[config.mk]
export PLATFORM = sky130hd
export DESIGN_NAME = integracao
export DESIGN_NICKNAME = d
export VERILOG_FILES = /design/src/rtl/integracao_pkg.sv /design/src/rtl/integracao_hex_to_7seg.sv /design/src/rtl/integracao.sv
export SDC_FILE = /design/constraint.sdc
export NUM_CORES = 1
export LEC_CHECK = 0
export CORE_MARGIN = 4
export CORE_UTILIZATION = 54
export CTS_CLUSTER_DIAMETER = 60
export CTS_CLUSTER_SIZE = 25
export DETAILED_ROUTE_END_ITERATION = 8
export MAX_ROUTING_LAYER = met4
export PLACE_DENSITY = 0.89
export SYNTH_ARGS = -nofsm -noshare
export SYNTH_HDL_FRONTEND = slang
export SYNTH_HIERARCHICAL = 1
export SYNTH_SLANG_ARGS = --single-unit
export TNS_END_PERCENT = 100
[constraint.sdc]
create_clock -name clk -period 0.9 [get_ports clk]
set_clock_uncertainty 0.05 [all_clocks]
set_input_delay 0.225 -clock clk [delete_from_list [all_inputs] [get_ports clk]]
set_output_delay 0.225 -clock clk [all_outputs]
set_load 0.05 [all_outputs]
[src/rtl/integracao_pkg.sv]
// integracao_pkg
// Shared definitions for the registered 7-segment display path:
//   - seg_t: 7-bit segment word, bit order {g,f,e,d,c,b,a}, a = bit 0
//   - OP_*: operation codes found in entrada[5:4]
//   - SEG_0 .. SEG_F: active-high segment patterns for hex digits 0..F
//   - field helpers that split the 6-bit operation word
package integracao_pkg;

  typedef logic [6:0] seg_t;

  localparam logic [1:0] OP_ADD     = 2'b00;
  localparam logic [1:0] OP_MUL     = 2'b01;
  localparam logic [1:0] OP_ABSDIFF = 2'b10;
  localparam logic [1:0] OP_CAT     = 2'b11;

  // Active-high patterns, {g,f,e,d,c,b,a}
  localparam seg_t SEG_0 = 7'h3F;
  localparam seg_t SEG_1 = 7'h06;
  localparam seg_t SEG_2 = 7'h5B;
  localparam seg_t SEG_3 = 7'h4F;
  localparam seg_t SEG_4 = 7'h66;
  localparam seg_t SEG_5 = 7'h6D;
  localparam seg_t SEG_6 = 7'h7D;
  localparam seg_t SEG_7 = 7'h07;
  localparam seg_t SEG_8 = 7'h7F;
  localparam seg_t SEG_9 = 7'h6F;
  localparam seg_t SEG_A = 7'h77;
  localparam seg_t SEG_B = 7'h7C;
  localparam seg_t SEG_C = 7'h39;
  localparam seg_t SEG_D = 7'h5E;
  localparam seg_t SEG_E = 7'h79;
  localparam seg_t SEG_F = 7'h71;

  // Field extraction from the operation word {op[1:0], a[1:0], b[1:0]}
  function automatic logic [1:0] word_op(input logic [5:0] w);
    return w[5:4];
  endfunction

  function automatic logic [1:0] word_a(input logic [5:0] w);
    return w[3:2];
  endfunction

  function automatic logic [1:0] word_b(input logic [5:0] w);
    return w[1:0];
  endfunction

endpackage

[src/rtl/integracao_hex_to_7seg.sv]
// hex_to_7seg
// Combinational hex digit to 7-segment decoder, active-high outputs.
// Ports:
//   digito    in  4  value 0..15
//   segmentos out 7  {g,f,e,d,c,b,a}, a = bit 0, 1 = segment lit
module hex_to_7seg
  import integracao_pkg::*;
(
  input  logic [3:0] digito,
  output seg_t       segmentos
);

  always_comb begin
    segmentos = SEG_0;
    case (digito)
      4'h0: segmentos = SEG_0;
      4'h1: segmentos = SEG_1;
      4'h2: segmentos = SEG_2;
      4'h3: segmentos = SEG_3;
      4'h4: segmentos = SEG_4;
      4'h5: segmentos = SEG_5;
      4'h6: segmentos = SEG_6;
      4'h7: segmentos = SEG_7;
      4'h8: segmentos = SEG_8;
      4'h9: segmentos = SEG_9;
      4'hA: segmentos = SEG_A;
      4'hB: segmentos = SEG_B;
      4'hC: segmentos = SEG_C;
      4'hD: segmentos = SEG_D;
      4'hE: segmentos = SEG_E;
      4'hF: segmentos = SEG_F;
      default: segmentos = SEG_0;
    endcase
  end

endmodule

[src/rtl/integracao.sv]
// integracao
// Top of the display path: splits a 6-bit operation word into op and two
// 2-bit unsigned operands, computes a 4-bit result, decodes it to a
// 7-segment pattern and registers the pattern.
//
// Ports:
//   clk       in  1  system clock, rising edge
//   rst       in  1  asynchronous active-high reset; output forced to "all off"
//   entrada   in  6  {op[1:0], a[1:0], b[1:0]}
//   segmentos out 7  registered segment drive {g,f,e,d,c,b,a}
//
// Interface timing: no valid/ready handshake. A new word is accepted on every
// rising clk edge and its pattern appears on segmentos after that edge
// (one cycle latency). Changes of entrada between edges are never visible.
//
// Configuration macro: SEG_ACTIVE_LOW_EN
//   defined   -> patterns complemented for common-anode displays, reset 7'h7F
//   undefined -> active-high patterns, reset 7'h00
module integracao
  import integracao_pkg::*;
(
  input  logic       clk,
  input  logic       rst,
  input  logic [5:0] entrada,
  output seg_t       segmentos
);

  logic [1:0] op;
  logic [1:0] opa;
  logic [1:0] opb;
  logic [3:0] resultado;
  seg_t       seg_hex;
  seg_t       seg_next;

  assign op  = word_op(entrada);
  assign opa = word_a(entrada);
  assign opb = word_b(entrada);

  // Every result fits in 4 bits (max 15 for concatenation), so the
  // operands are zero-extended to 4 bits and no wrap handling is needed.
  always_comb begin
    resultado = 4'h0;
    case (op)
      OP_ADD:     resultado = {2'b00, opa} + {2'b00, opb};
      OP_MUL:     resultado = {2'b00, opa} * {2'b00, opb};
      OP_ABSDIFF: resultado = (opa >= opb) ? {2'b00, opa - opb}
                                           : {2'b00, opb - opa};
      OP_CAT:     resultado = {opa, opb};
      default:    resultado = 4'h0;
    endcase
  end

  hex_to_7seg u_hex_to_7seg (
    .digito    (resultado),
    .segmentos (seg_hex)
  );

  // Polarity is fixed ahead of the register so latency is identical in both
  // builds and the "all off" reset value follows the display type.
`ifdef SEG_ACTIVE_LOW_EN
  localparam seg_t SEG_OFF = 7'h7F;
  assign seg_next = ~seg_hex;
`else
  localparam seg_t SEG_OFF = 7'h00;
  assign seg_next = seg_hex;
`endif

  always_ff @(posedge clk or posedge rst) begin
    if (rst) begin
      segmentos <= SEG_OFF;
    end else begin
      segmentos <= seg_next;
    end
  end

endmodule

==> results_dict.tcl, run 1 <==
set metrics [dict create \
    dieArea_um2 2070 \
    syn_nets 97 \
    ys_seq_area_share_pct 23.06 \
    dieWidth_um 45.50 \
    grt_pass1_wl_mm 4.077 \
    power_density_nw_per_um2 1456 \
    vdd_ir_drop_max_mv 0.8466 \
    postLayoutCoreUtil_pct 94.78 \
    critPathLaunchType "input port" \
    syn_inst 73 \
    cp.required_ps 970 \
    finalCritPeriodShare_pct 254.6 \
    netlist_area_um2 759.5 \
    cts_tree "yes" \
    post-route-drc-count 0 \
    top_regs "segmentos: 7 flops" \
    via_per_inst 6.310 \
    final-hold-violation-count 0 \
    power.static_leakage_uw 0.0005880 \
    timing.final.max_slew_violations 0 \
    ys.flop_type "dfrtp_1" \
    total_power_uw 1818 \
    hold_class "in -> async" \
    final_net_count 136 \
    arrival_ps 2360 \
    coreArea_um2 1318 \
    pre_cts_slack_ps -2124 \
    setup_tns_ps -10530 \
    ys_async_sr_fraction_pct 100.0 \
    worst_pin_slew_ps 341.8 \
    num_rows 13 \
    final_common_cell "buf_4" \
    synthToLayoutAreaGrowth_pct 64.42 \
    grt_max_degree 11 \
    setup_viol 14 \
    dp_hpwl_mm 1.802 \
    finalWorstSetupSlack_ps -1391 \
    first_pass_iters 4 \
    drtIter0Drc 38 \
    hold_buffers 0 \
    period_minus_slack_ps 2291 \
    drt_wl_total_mm 2.850 \
    clockBufferDepth 2 \
    cts_buffers 3 \
    slew-limit-headroom_pct 77.02 \
    top_register "segmentos" \
    rsz0062_at_grt "true" \
    clock_sinks 7 \
    h-tree-depth 1 \
    antenna_found_initial 0 \
    violations "setup timing" \
    pin_count 15 \
    largest_reg_flops 7 \
    diodes 0 \
    ys_ff_latch 7 \
    gp_congestion 0.8380 \
    post_drt_wl_per_cell_um 22.62 \
    vias 795 \
    grt_usage_pct 28.79 \
    die_h_um 45.50 \
    hold_ws_ps 176.7 \
    initial_core_util_pct 57.64 \
    root_buffer "clkbuf_4" \
    endpoint_kind "register" \
    io_buffer_count 14 \
    max_cap_viol_count 0 \
    achievable-frequency_ghz 0.4364 \
    layout_common_cells "20 x buf_4, 10 x ha_1, 8 x buf_12" \
    syn_avg_cell_area_um2 10.40 \
    grt_pass1_vias 785 \
    status "complete, but fails checks" \
    synth_edf_count 0 \
    ys_types 27 \
    ant_nets 0 \
    drive_above_1_share_pct 51.35 \
    path_class "in -> reg" \
    path_clk_slew_ps 60 \
    cp_max_fo 4 \
    yosysWarnings 6 \
    grt_overflow 0 \
]
[kinds of logic after synthesis]
kind of cell | synth area share [%]
and+or+nand+nor | 11.86
AOI/OAI and AO/OA | 10.21
adders and majority gates | 28.34
buffers and inverters | 8.566
DFF | 23.06
muxes | 17.96
[Yosys cell counts (3+ instances only)]
library cell  number  share of area (%)
ha_1              14                 23
inv_1             10                4.9
dfrtp_1            7                 23
mux2i_1            5                6.6
mux2_2             4                5.9
a21oi_1            3                2.0
nor2_1             3                1.5
[cell type report]
cell class	count	area [um2]
tap	15	18.77
sequential	7	175.2
inverter	10	50.05
clock buffer	4	26.28
multi-input combinational	53	583.1
fill	38	68.82
timing repair buffer	37	395.4
[report_power, final]
| group | switching [uW] | internal, uW |
|---|---|---|
| registers | 51.6 | 371 |
| logic | 560 | 537 |
| clock network | 128 | 170 |
| total | 740 | 1080 |
[critical path, cell delays in order]
cell and delay [ps]:
buf_12 100, inv_12 30, ha_4 140, fa_1 500, nand3_1 120, o31ai_1 110, o21ai_2 280, inv_2 140
ha_4 260, mux4_2 460
[final timing paths]
path / slack [ps] / endpoint / cells after the start / startpoint
setup / recovery: -1390 / segmentos[3] / 10 / entrada[2]
hold / removal: 180 / segmentos[6] / 2 / rst
min in group clk: 660 / segmentos[2] / 4 / entrada[2]
max in group asynchronous: 410 / segmentos[5] / 2 / rst
[per-stage QoR]
step | area (um2) | cells
after floorplan | 799.5 | 73
after global placement | 1159 | 120
after detailed placement | 1159 | 120
after CTS | 1239 | 127
after global routing | 1249 | 126
final | 1249 | 126
[metal layers]
metal	GRT usage (%)	up-vias	wire, um
met5	-	-	0
met4	12.28	0	196
met3	7.115	20	185
met2	48.75	55	1413
met1	31.55	396	1055
li1	-	324	-
[what timing repair did]
action,CTS,global route
endpoints found under the setup margin,14,14
gates cloned,0,0
setup buffers,3,0
pin swaps,6,7
gates resized for setup,22,11
No activity file was read; power rests on OpenSTA's default activity.
==> run 2: changes to the inputs <==
CORE_UTILIZATION = 50   (was 54)
PLACE_DENSITY = 0.84   (was 0.89)
clock period = 2.4 ns   (was 0.9 ns; I/O delays follow)
==> run 2 against run 1 <==
  * The flow still finishes with violations (setup timing)
  * Routed wire length decreased by 6.4%
  * First-iteration DRC count decreased by 11%
  * Sequential power decreased by 65%
  * Worst hold slack improved by 350 ps
  * Largest cell class unchanged
  * Via count decreased by 7.7%
  * Critical path type unchanged
  * Largest power group unchanged
  * Clock-buffer cell count unchanged
  * Die area increased by 6.6%
  * Combinational power decreased by 67%
  * Clock power decreased by 61%
  * Worst setup slack improved by 1300 ps
==> results_dict.tcl, run 2 (synthesis gave the netlist of run 1 again) <==
set metrics [dict create \
    max_cap_viol_count 0 \
    total_power_uw 631.9 \
    swShare_pct 42.39 \
    ant_nets 0 \
    period_minus_slack_ps 2492 \
    num_rows 13 \
    dieArea_um2 2207 \
    die_h_um 46.98 \
    power.static_leakage_uw 0.0005459 \
    clock_power_share_pct 18.4 \
    finalCritPeriodShare_pct 103.8 \
    drtIter0Drc 34 \
    top_register "segmentos" \
    cp.required_ps 2480 \
    antenna_found_initial 0 \
    dp_hpwl_mm 1.603 \
    top_regs "segmentos: 7 flops" \
    grt_max_degree 11 \
    cp_max_fo 4 \
    grt_pass1_wl_mm 3.498 \
    io_buffer_count 14 \
    root_buffer "clkbuf_4" \
    achievable-frequency_ghz 0.4013 \
    final_net_count 135 \
    coreArea_um2 1366 \
    hold_ws_ps 527.1 \
    path_clk_slew_ps 60 \
    slowest_delay_ps 450 \
    endpoint_kind "register" \
    via_per_inst 5.872 \
    clockBufferDepth 2 \
    finalWorstSetupSlack_ps -91.89 \
    pwr-share-comb_pct 58.2 \
    timing.final.max_slew_violations 0 \
    drt_wl_total_mm 2.667 \
    pin_count 15 \
    slowest_stage "fa_2" \
    pwr-share-seq_pct 23.4 \
    slew-limit-headroom_pct 65.92 \
    post-route-drc-count 0 \
    hold_buffers 0 \
    clock_sinks 7 \
    grt_overflow 0 \
    final_common_cell "buf_4" \
    rsz0062_at_grt "true" \
    vias 734 \
    final-hold-violation-count 0 \
    stdcell_count 125 \
    cts_buffers 3 \
    first_pass_iters 4 \
    dp.cells 118 \
    gp_congestion 0.7991 \
    largest_reg_flops 7 \
    h-tree-depth 1 \
    synthToLayoutAreaGrowth_pct 56.34 \
    setup_viol 6 \
    diodes 0 \
    grt_pass1_vias 742 \
    initial_core_util_pct 55.59 \
    post_drt_wl_per_cell_um 21.34 \
    power_density_nw_per_um2 532.2 \
    drive_above_1_share_pct 50.91 \
    hold_class "in -> async" \
    p_switching_uw 267.9 \
    critPathLaunchType "input port" \
    p_int_uw 364.0 \
    cts_tree "yes" \
    dieWidth_um 46.98 \
    status "complete, but fails checks" \
    vdd_ir_drop_max_mv 0.2577 \
    layout_common_cells "20 x buf_4, 10 x ha_1, 9 x clkdlybuf4s50_1" \
    violations "setup timing" \
    cp_cell_sequence "buf_12 > inv_12 > ha_4 > fa_2 > nand2b_1 > nand4b_1 > o21ai_2 > inv_2 > ha_1 > nor2b_1 > o32a_1" \
    path_class "in -> reg" \
    arrival_ps 2580 \
    grt_usage_pct 23.73 \
    worst_pin_slew_ps 509.6 \
]
==> run 2: changes by cell type in the layout (fill, tap and decap cells not counted), sizes merged <==
cell | previous run | this run
dlygate4sd2 | 0 | 1
clkdlybuf4s50 | 3 | 9
clkbuf | 5 | 4
buf | 33 | 26
==> run 2: repair_timing <==
action	in CTS	in global routing
endpoints found under the setup margin	7	6
buffers inserted	2	1
resized for setup	37	8
pin swaps	8	4
hold endpoints to repair	0	0
==> run 2: path summary, 6_finish.rpt <==
kind / from / to / slack, ps / cells after the start
min in group clk: entrada[2] / segmentos[6] / 1070 / 5
setup / recovery: entrada[2] / segmentos[4] / -90 / 11
max in group asynchronous: rst / segmentos[3] / 1550 / 2
hold / removal: rst / segmentos[5] / 530 / 2
==> run 2: layout make-up <==
type / count / area, um2
Fill cell: 65 / 178.9
Timing Repair Buffer: 36 / 325.3
Sequential cell: 7 / 175.2
Clock buffer: 4 / 26.28
Inverter: 10 / 52.55
Tap cell: 15 / 18.77
Multi-Input combinational cell: 53 / 589.3
==> run 2: routing by layer <==
metal	routed length, um	track usage (%)
met5	0	-
met2	1386	45.26
met1	1059	26.16
met3	143	1.149
met4	78	6.630
==> run 2: worst max-delay path: cells and delay by family <==
family                     cells  cell delay, ps
AOI/OAI and AO/OA              2             540
adders and majority gates      3             780
buffers and inverters          3             280
and+or+nand+nor                3             360
==> run 2: per-stage QoR <==
step / area, um2 / utilization, % / setup slack, ps / TNS [ps]
6_report: 1187 / 86.90 / -91.89 / -214.5
5_1_grt: 1187 / 86.90 / -147.7 / -552.2
4_1_cts: 1154 / 84.43 / -15.33 / -15.33
3_5_place_dp: 1074 / 78.57 / -951.6 / -6071
3_3_place_gp: 1074 / 78.57 / -884.5 / -5542
2_1_floorplan: 799.5 / - / -178.4 / -351.3
==> run 2: power by group through the flow <==
stage,Combinational (uW),Clock (uW),Sequential (uW)
finish,368,116,148
global route,384,120,149
CTS,334,111,147
detailed placement,318,0,149
global placement,304,0,146
floorplan,120,0,223
==> run 3: changes to the inputs <==
ABC_AREA = 1   (was default)
CORE_UTILIZATION = 49   (was 50)
PLACE_DENSITY = 0.83   (was 0.84)
RECOVER_POWER = 50   (was default)
==> run 3 against run 2 <==
  * The run now ends clean
  * Cell count is 24% higher
  * Clock power is 6% lower
  * Global-route usage is 3.5 points lower
  * Sequential share of layout area is 1.2 points higher
  * Synthesized cell count is 47% higher
  * Maximum frequency is 4.7% higher
  * Highest routed layer unchanged
==> results_dict.tcl, run 3 <==
set metrics [dict create \
    top_regs "segmentos: 7 flops" \
    wl_met1_um 787 \
    finalCritPeriodShare_pct 99.17 \
    diodes 0 \
    worst_pin_slew_ps 620.2 \
    grt_overflow 0 \
    setup_tns_ps 0 \
    first_pass_iters 4 \
    layout_common_cells "39 x nand2_1, 15 x inv_1, 14 x buf_4" \
    vdd_ir_drop_max_mv 0.2108 \
    gp_congestion 0.7573 \
    netlist_area_um2 739.5 \
    clock_sinks 7 \
    dieArea_um2 2194 \
    cts_buffers 3 \
    clockBufferDepth 2 \
    antenna_found_initial 0 \
    die_h_um 46.85 \
    achievable-frequency_ghz 0.4202 \
    via_per_inst 5.219 \
    clock_power_share_pct 19.7 \
    final_common_cell "nand2_1" \
    synth_most_common_cell "nand2_1" \
    synth.top_cells.by_count "41 x nand2_1, 19 x inv_1, 14 x ha_1" \
    ys_seq_area_share_pct 23.69 \
    io_buffer_count 14 \
    critPathLaunchType "input port" \
    root_buffer "clkbuf_4" \
    vias 809 \
    grt_usage_pct 20.24 \
    grt_pass1_vias 711 \
    ys_async_sr_fraction_pct 100.0 \
    top_register "segmentos" \
    final_net_count 165 \
    hold_buffers 0 \
    synth_edf_count 0 \
    setup_viol 0 \
    final_area_um2 1099 \
    endpoint_kind "register" \
    num_rows 13 \
    cp.required_ps 2540 \
    dieWidth_um 46.85 \
    drtIter0Drc 30 \
    pwr-share-comb_pct 54.3 \
    critPathLaunch "entrada[2]" \
    total_power_uw 550.0 \
    synthToLayoutAreaGrowth_pct 48.56 \
    synth_area_leaders "dfrtp_1 24%, ha_1 24%, nand2_1 21%" \
    nFillCells 99 \
    placed_area_um2 999.7 \
    power_density_nw_per_um2 500.7 \
    drt_wl_total_mm 2.009 \
    status "complete, no violations" \
    syn_nets 131 \
    power.static_leakage_uw 0.0005930 \
    h-tree-depth 1 \
    hold_class "in -> async" \
    period_minus_slack_ps 2380 \
    pwr-share-seq_pct 25.9 \
    drive_above_1_share_pct 29.29 \
    post-route-drc-count 0 \
    p_int_uw 314.0 \
    cts_tree "yes" \
    post_drt_wl_per_cell_um 12.96 \
    coreArea_um2 1366 \
    p_switching_uw 236.1 \
    path_clk_slew_ps 50 \
    grt_max_degree 10 \
    dp_hpwl_mm 1.484 \
    syn_inst 107 \
    slew-limit-headroom_pct 58.40 \
    max_cap_viol_count 0 \
    syn_avg_cell_area_um2 6.911 \
    ys_ff_latch 7 \
    grt_pass1_wl_mm 2.939 \
    yosysWarnings 6 \
    swShare_pct 42.92 \
    ant_nets 0 \
    synth_top_area_share_pct 23.69 \
    initial_core_util_pct 54.12 \
    largest_reg_flops 7 \
    ys_types 16 \
    cp_max_fo 4 \
    timing.final.max_slew_violations 0 \
    final-hold-violation-count 0 \
    post-synth-top-area-cell "dfrtp_1" \
    routed-wl-met3_um 105 \
    pin_count 15 \
    dr_wl_met2_mm 1.029 \
    ys.flop_type "dfrtp_1" \
    arrival_ps 2520 \
    path_class "in -> reg" \
    routed.top_layer "met4" \
]
[run 3: changes by cell type after synthesis, moves of 2 or more]
cell / change
inv_1: +9
nand2b_1: -2
nand3b_1: -2
o21ai_0: +2
mux2_2: -4
mux2i_1: -5
nand2_1: +39
inv_2: +2
buf_6: -2
nor2b_1: -2
nand3_1: +8
[run 3: worst paths after layout]
kind	slack (ps)	endpoint	depth (start not counted)
worst max-delay path	20	segmentos[3]	13
worst min-delay path	650	segmentos[1]	2
max in group asynchronous	1450	segmentos[6]	2
min in group clk	1040	segmentos[2]	6
[run 3: area by class of cell]
type	count	area [um2]	share of cell area, %
Clock buffer	4	26.28	2.392
Inverter	21	78.83	7.175
Multi-Input combinational cell	78	546.8	49.77
Sequential cell	7	175.2	15.95
Tap cell	15	18.77	1.708
Timing Repair Buffer	30	252.7	23.01
[run 3: power groups by stage]
stage               Clock (uW)  Sequential, uW  Combinational, uW
floorplan                    0             217               95.7
global placement             0             144                264
detailed placement           0             145                273
CTS                        111             143                284
global route               111             144                323
finish                     109             143                299
[run 3: kinds of logic after synthesis]
| logic type | count (synthesis) | synth area share (%) |
|---|---|---|
| fa+ha+maj | 16 | 29.10 |
| compound gates | 8 | 6.092 |
| flops | 7 | 23.69 |
| buf+inv | 22 | 11.68 |
| simple gates | 54 | 29.44 |
[run 3: what timing repair did]
item	in CTS	in global routing
hold endpoints to repair	0	0
setup endpoints to repair	7	7
buffers inserted	1	1
pin swaps	2	6
gates resized for setup	16	14
[run 3: metal layers]
metal,GRT usage [%],vias up
met5,-,-
met2,37.13,30
met1,19.82,378
li1,-,391
met4,13.26,0
met3,1.916,10
[run 3: worst max-delay path: stages]
cell	delay, ps
clkbuf_2	110
buf_6	120
ha_4	150
fa_1	520
nor3_2	240
a21oi_2	70
buf_4	150
ha_2	180
inv_2	50
nand2_2	50
nand2_1	80
nand2_1	60
nand2_1	120
[run 3: metrics by stage]
step	std cells	setup slack (ps)	util (%)	hold slack [ps]
floorplan	107	24.19	-	353.4
global placement	149	-502.5	73.17	782.9
detailed placement	149	-621.2	73.17	787.9
CTS	154	25.13	78.11	514.3
global route	155	-43.84	80.40	674.8
finish	155	19.96	80.40	646.1
